$ cat src/rtl/vm_pkg.sv
// Shared types for the change dispenser: coin codes, coin values and controller states.
package vm_pkg;

    typedef enum logic [1:0] {
        COIN_NONE = 2'b00,
        COIN_5    = 2'b01,
        COIN_10   = 2'b10,
        COIN_25   = 2'b11
    } coin_t;

    localparam logic [15:0] VAL_5  = 16'd5;
    localparam logic [15:0] VAL_10 = 16'd10;
    localparam logic [15:0] VAL_25 = 16'd25;

    typedef enum logic [2:0] {
        ST_IDLE,
        ST_SELECT,
        ST_DISPENSE,
        ST_DONE,
        ST_ERROR
    } state_t;

    function automatic logic [15:0] coin_value(input coin_t c);
        case (c)
            COIN_5:  coin_value = VAL_5;
            COIN_10: coin_value = VAL_10;
            COIN_25: coin_value = VAL_25;
            default: coin_value = 16'd0;
        endcase
    endfunction

endpackage

$ cat src/rtl/vm_coin_inventory.sv
// 8-bit coin inventory: saturating add of a refill count and a single-coin decrement,
// both allowed in the same cycle.
module vm_coin_inventory (
    input  logic       clk,
    input  logic       rst,
    input  logic       inc,
    input  logic [7:0] inc_cnt,
    input  logic       dec,
    output logic [7:0] count
);

    logic [8:0] sum;
    logic [7:0] count_nxt;

    // Decrement is applied before saturation so 255 - 1 + 1 stays at 255.
    always_comb begin
        sum = {1'b0, count} + (inc ? {1'b0, inc_cnt} : 9'd0);
        if (dec && sum != 9'd0)
            sum = sum - 9'd1;
        count_nxt = sum[8] ? 8'hFF : sum[7:0];
    end

    always_ff @(posedge clk or posedge rst) begin
        if (rst)
            count <= 8'd0;
        else
            count <= count_nxt;
    end

endmodule

$ cat src/rtl/vm_change_dispenser.sv
// Change dispenser controller: pays out an amount greedily from three coin inventories,
// one coin per hopper handshake.
//
// state       | meaning
// ST_IDLE     | waiting for start
// ST_SELECT   | choose largest payable coin, or finish / fail
// ST_DISPENSE | coin presented, waiting for coin_ack
// ST_DONE     | one-cycle done pulse
// ST_ERROR    | residue cannot be paid, error held
module vm_change_dispenser
    import vm_pkg::*;
(
    input  logic        clk,
    input  logic        rst,
    input  logic        start,
    input  logic [15:0] amount,
    output logic [1:0]  coin_out,
    output logic        coin_out_valid,
    input  logic        coin_ack,
    input  logic        refill,
    input  logic [1:0]  refill_sel,
    input  logic [7:0]  refill_cnt,
    output logic        busy,
    output logic        done,
    output logic        error,
    output logic [15:0] remaining
);

    state_t     state;
    coin_t      cur_coin;
    coin_t      pick;
    logic [7:0] inv_5;
    logic [7:0] inv_10;
    logic [7:0] inv_25;
    logic       ack_take;

    assign coin_out = cur_coin;
    assign ack_take = (state == ST_DISPENSE) && coin_ack;

    vm_coin_inventory u_inv_5 (
        .clk     (clk),
        .rst     (rst),
        .inc     (refill && refill_sel == COIN_5),
        .inc_cnt (refill_cnt),
        .dec     (ack_take && cur_coin == COIN_5),
        .count   (inv_5)
    );

    vm_coin_inventory u_inv_10 (
        .clk     (clk),
        .rst     (rst),
        .inc     (refill && refill_sel == COIN_10),
        .inc_cnt (refill_cnt),
        .dec     (ack_take && cur_coin == COIN_10),
        .count   (inv_10)
    );

    vm_coin_inventory u_inv_25 (
        .clk     (clk),
        .rst     (rst),
        .inc     (refill && refill_sel == COIN_25),
        .inc_cnt (refill_cnt),
        .dec     (ack_take && cur_coin == COIN_25),
        .count   (inv_25)
    );

    always_comb begin
        pick = COIN_NONE;
        if (remaining >= VAL_25 && inv_25 != 8'd0)
            pick = COIN_25;
        else if (remaining >= VAL_10 && inv_10 != 8'd0)
            pick = COIN_10;
        else if (remaining >= VAL_5 && inv_5 != 8'd0)
            pick = COIN_5;
    end

    always_ff @(posedge clk or posedge rst) begin
        if (rst) begin
            state          <= ST_IDLE;
            cur_coin       <= COIN_NONE;
            coin_out_valid <= 1'b0;
            busy           <= 1'b0;
            done           <= 1'b0;
            error          <= 1'b0;
            remaining      <= 16'd0;
        end else begin
            done <= 1'b0;
            case (state)
                ST_IDLE, ST_DONE, ST_ERROR: begin
                    if (start) begin
                        remaining <= amount;
                        error     <= 1'b0;
                        busy      <= 1'b1;
                        state     <= ST_SELECT;
                    end else if (state == ST_DONE) begin
                        state <= ST_IDLE;
                    end
                end
                ST_SELECT: begin
                    if (remaining == 16'd0) begin
                        done  <= 1'b1;
                        busy  <= 1'b0;
                        state <= ST_DONE;
                    end else if (pick != COIN_NONE) begin
                        cur_coin       <= pick;
                        coin_out_valid <= 1'b1;
                        state          <= ST_DISPENSE;
                    end else begin
                        error <= 1'b1;
                        busy  <= 1'b0;
                        state <= ST_ERROR;
                    end
                end
                ST_DISPENSE: begin
                    if (coin_ack) begin
                        remaining      <= remaining - coin_value(cur_coin);
                        cur_coin       <= COIN_NONE;
                        coin_out_valid <= 1'b0;
                        state          <= ST_SELECT;
                    end
                end
                default: state <= ST_IDLE;
            endcase
        end
    end

endmodule

$ cat config.mk
export PLATFORM = sky130hd
export DESIGN_NAME = vm_change_dispenser
export DESIGN_NICKNAME = d
export VERILOG_FILES = /design/src/rtl/vm_pkg.sv /design/src/rtl/vm_coin_inventory.sv /design/src/rtl/vm_change_dispenser.sv
export SDC_FILE = /design/constraint.sdc
export NUM_CORES = 1
export LEC_CHECK = 0
export CAP_MARGIN = 0
export CORE_UTILIZATION = 35
export DETAILED_ROUTE_END_ITERATION = 8
export DONT_BUFFER_PORTS = 1
export GPL_TIMING_DRIVEN = 0
export PLACE_DENSITY = 0.47
export REMOVE_ABC_BUFFERS = 1
export SYNTH_ARGS = -nofsm -noshare
export SYNTH_HDL_FRONTEND = slang
export SYNTH_HIERARCHICAL = 1
export SYNTH_SLANG_ARGS = --single-unit
$ cat constraint.sdc
create_clock -name clk -period 3.35 [get_ports clk]
set_input_delay 0.335 -clock clk [delete_from_list [all_inputs] [get_ports clk]]
set_output_delay 0.335 -clock clk [all_outputs]
set_load 0.01 [all_outputs]
==> flow_metrics.py, run 1 <==
metrics = {
    "outcome": {
        "status": "complete, no violations",
    },
    "detailed_routing": {
        "dr_wl_met2_um": 5590,
        "drcViolationCount": 0,
        "routed_wirelength_um": 12000,
        "ant_nets": 0,
        "via_count": 4035,
        "via_per_inst": 5.57,
        "firstDrtPassIters": 4,
        "drtIter0Drc": 158,
        "wl_met1_um": 5780,
        "dr_wl_met3_um": 374,
        "dr.max_layer_used": "met4",
        "drt-wirelength-per-cell_um": 16.6,
    },
    "global_routing": {
        "grt-ovfl-total": 0,
        "track_usage_pct": 19.0,
        "grt_antenna_before_repair": 0,
        "grt_pass1_vias": 3987,
        "grt_max_degree": 26,
        "grt_first_pass_wirelength_um": 19700,
    },
    "cts": {
        "cts_tree": "built",
        "cts-htree-levels": 2,
        "cts_buffers": 5,
        "clkSinkCount": 49,
        "clk_pin_slew_worst_paths_ps": 80,
        "clockBufferDepth": 2,
        "cts_root_buffer": "clkbuf_16",
        "clk-insertion-delay-late_ps": 310,
    },
    "worst_setup_path": {
        "critPathKind": "reg -> reg",
        "crit_arrival_ps": 3320,
        "cp_cell_sequence": "nand2b_1, nor2_4, nand2_1, nor2_1, nand3_1, nor4_4, mux2_4, o311ai_1",
        "path_max_fanout": 16,
        "crit_slowest_cell": "dfrtp_1",
        "critical_path_required_ps": 3530,
        "start_kind": "flop",
        "cp_slowest_stage_delay_ps": 480,
        "crit_path_end_kind": "flop",
    },
    "logic_synthesis": {
        "yosysWarnings": 6,
        "synthCells": 556,
        "synth_area_um2": 4590,
        "async_flop_share_pct": 100,
        "ys.flop_type": "dfrtp_1",
        "ys_seq_area_share_pct": 26.7,
        "ys_types": 68,
        "syn_avg_cell_area_um2": 8.26,
        "ys_seq_elements": 49,
        "synth_edf_count": 0,
    },
    "timing": {
        "rsz0062_at_grt": "false",
        "worstMarginPinSlew_ps": 1020,
        "hold_viol": 0,
        "finalCriticalPeriod_ps": 3130,
        "relSlewSlack_pct": 32.0,
        "period_share_pct": 93.6,
        "fmax_ghz": 0.319,
        "slew_violations": 0,
        "final-setup-viol-count": 0,
        "fin_hold_ws_ps": 156,
        "clock-skew-final_ps": 12.4,
    },
    "layout": {
        "stdcell_count": 725,
        "num-nets-final": 622,
        "antennaDiodeCount": 0,
        "synthToLayoutAreaGrowth_pct": 7.06,
        "drive_above_1_share_pct": 9.04,
        "mostFrequentLayoutCells": "nand2_1 (58), nor2_1 (58), dfrtp_1 (49)",
    },
    "die": {
        "die_w_um": 117,
        "dieArea_um2": 13600,
        "core_area_um2": 12700,
        "die_h_um": 117,
        "start_util_pct": 36.1,
        "ios": 53,
        "rows": 41,
    },
    "place": {
        "hpwl_um": 9480,
        "place.gp.congestion": 0.834,
        "dp_cells": 716,
        "io_buffer_count": 0,
    },
    "power_and_ir_drop": {
        "ir_worst_vdd_v": 0.000223,
        "power_w": 0.00420,
        "leakage_nw": 2.05,
        "power.density_nw_per_um2": 854,
    },
    "flow_run": {
        "drv_cap": 0,
    },
    "hold_path": {
        "hold_class": "in -> async",
    },
}
-- area by class of cell --
type,instances,area (um^2)
well taps,172,215
multi-input cells,458,3170
repair buffers,1,10.0
fillers,1335,7800
clock buffers,6,139
flip-flops and latches,49,1230
clock inverters,2,13.8
inverters,37,139
-- logic make-up (layout without fill, tap and decap cells) --
| group | Yosys count | after routing | share of synthesized area (%) |
|---|---|---|---|
| muxes | 3 | 3 | 0.981 |
| and+or+nand+nor | 243 | 243 | 28.7 |
| adders and majority gates | 39 | 39 | 11.3 |
| DFF | 49 | 49 | 26.7 |
| buffers and inverters | 49 | 46 | 4.69 |
| AOI/OAI and AO/OA | 158 | 158 | 24.8 |
| xor gates and xnor gates | 15 | 15 | 2.86 |
-- path summary, 6_finish.rpt --
check / from / to / slack [ps] / cells after the start
worst max-delay path: state[0] / u_inv_25/count[4] / 220 / 8
worst min-delay path: rst / remaining[0] / 160 / 1
max in group asynchronous: rst / u_inv_25/count[7] / 2540 / 2
min in group clk: amount[1] / remaining[1] / 170 / 2
worst max register to register: state[0] / u_inv_25/count[4] / 220 / 8
worst min register to register: coin_out_valid / coin_out_valid / 550 / 2
-- Yosys cell counts, drive strengths merged (3+ instances only) --
library cell / n / share of area [%]
nor2: 63 / 5.3
nand2: 60 / 5.1
dfrtp: 49 / 27
inv: 37 / 3.0
ha: 35 / 9.5
a21oi: 33 / 3.7
o21ai: 32 / 3.5
and2: 25 / 3.4
o211ai: 19 / 3.4
nand3: 16 / 1.7
nand2b: 14 / 1.9
nor3: 13 / 1.4
nor4: 13 / 3.4
or3: 10 / 1.4
xor2: 9 / 1.7
a21o: 8 / 1.3
nand4: 8 / 1.6
clkbuf: 7 / 0.57
o311ai: 7 / 1.3
o31ai: 7 / 1.5
a21boi: 6 / 0.98
or4: 6 / 1.1
xnor2: 6 / 1.1
buf: 5 / 1.1
o21a: 5 / 0.82
a211oi: 4 / 0.98
a2bb2oi: 4 / 1.2
and3: 4 / 0.54
fa: 4 / 1.7
o22ai: 4 / 0.54
or2: 4 / 0.60
a211o: 3 / 0.57
a22o: 3 / 0.57
a22oi: 3 / 0.49
a31oi: 3 / 0.54
mux2: 3 / 0.98
nor4b: 3 / 0.57
o221a: 3 / 0.74
o2bb2ai: 3 / 0.57
-- where the power goes --
group	total (W)	switching [W]	leakage, nW	internal (W)
combinational	0.00238	0.00145	1.41	0.000929
clock	0.000544	0.000246	0.0768	0.000298
sequential	0.00127	0.000417	0.554	0.000858
-- per-layer routing --
layer | GRT usage, % | up-vias
met5 | 0 | -
met4 | 7.85 | 0
met3 | 3.22 | 17
met2 | 30.8 | 53
met1 | 25.1 | 1926
li1 | - | 2039
-- critical path, delay by kind of cell (launching register included) --
family          cells  cell delay (ps)
simple gates        6             2050
flops               1              480
mux                 1              370
compound gates      1              100
-- sequential cells by signal (all words and copies together), names as in the netlist --
| signal | cells |
|---|---|
| state | 3 |
| done | 1 |
| busy | 1 |
| coin_out | 2 |
| u_inv_25/count | 8 |
| u_inv_5/count | 8 |
| remaining | 16 |
| error | 1 |
| coin_out_valid | 1 |
| u_inv_10/count | 8 |
-- metrics by stage --
step	setup TNS, ps	utilization [%]	setup WS, ps	area (um^2)
2_1_floorplan	0	-	415	4520
5_1_grt	0	38.7	3.81	4920
3_5_place_dp	-8460	37.2	-430	4730
6_report	0	38.7	215	4920
4_1_cts	0	38.5	195	4900
3_3_place_gp	-7470	37.2	-429	4730
-- repair_timing --
item                                   4_1_cts  5_1_grt
resized for setup                            2        3
endpoints found under the hold margin       24        0
buffers inserted                             0        0
setup endpoints to repair                   24        7
hold buffers                                 1        0
Power figures use the tool's default switching activity.
==> inputs of run 2 (changes only) <==
Settings changed: CTS_CLUSTER_SIZE set to 40.
==> results of run 2 <==
Same layout as run 1: the final DEF is identical, and so are final timing and power.
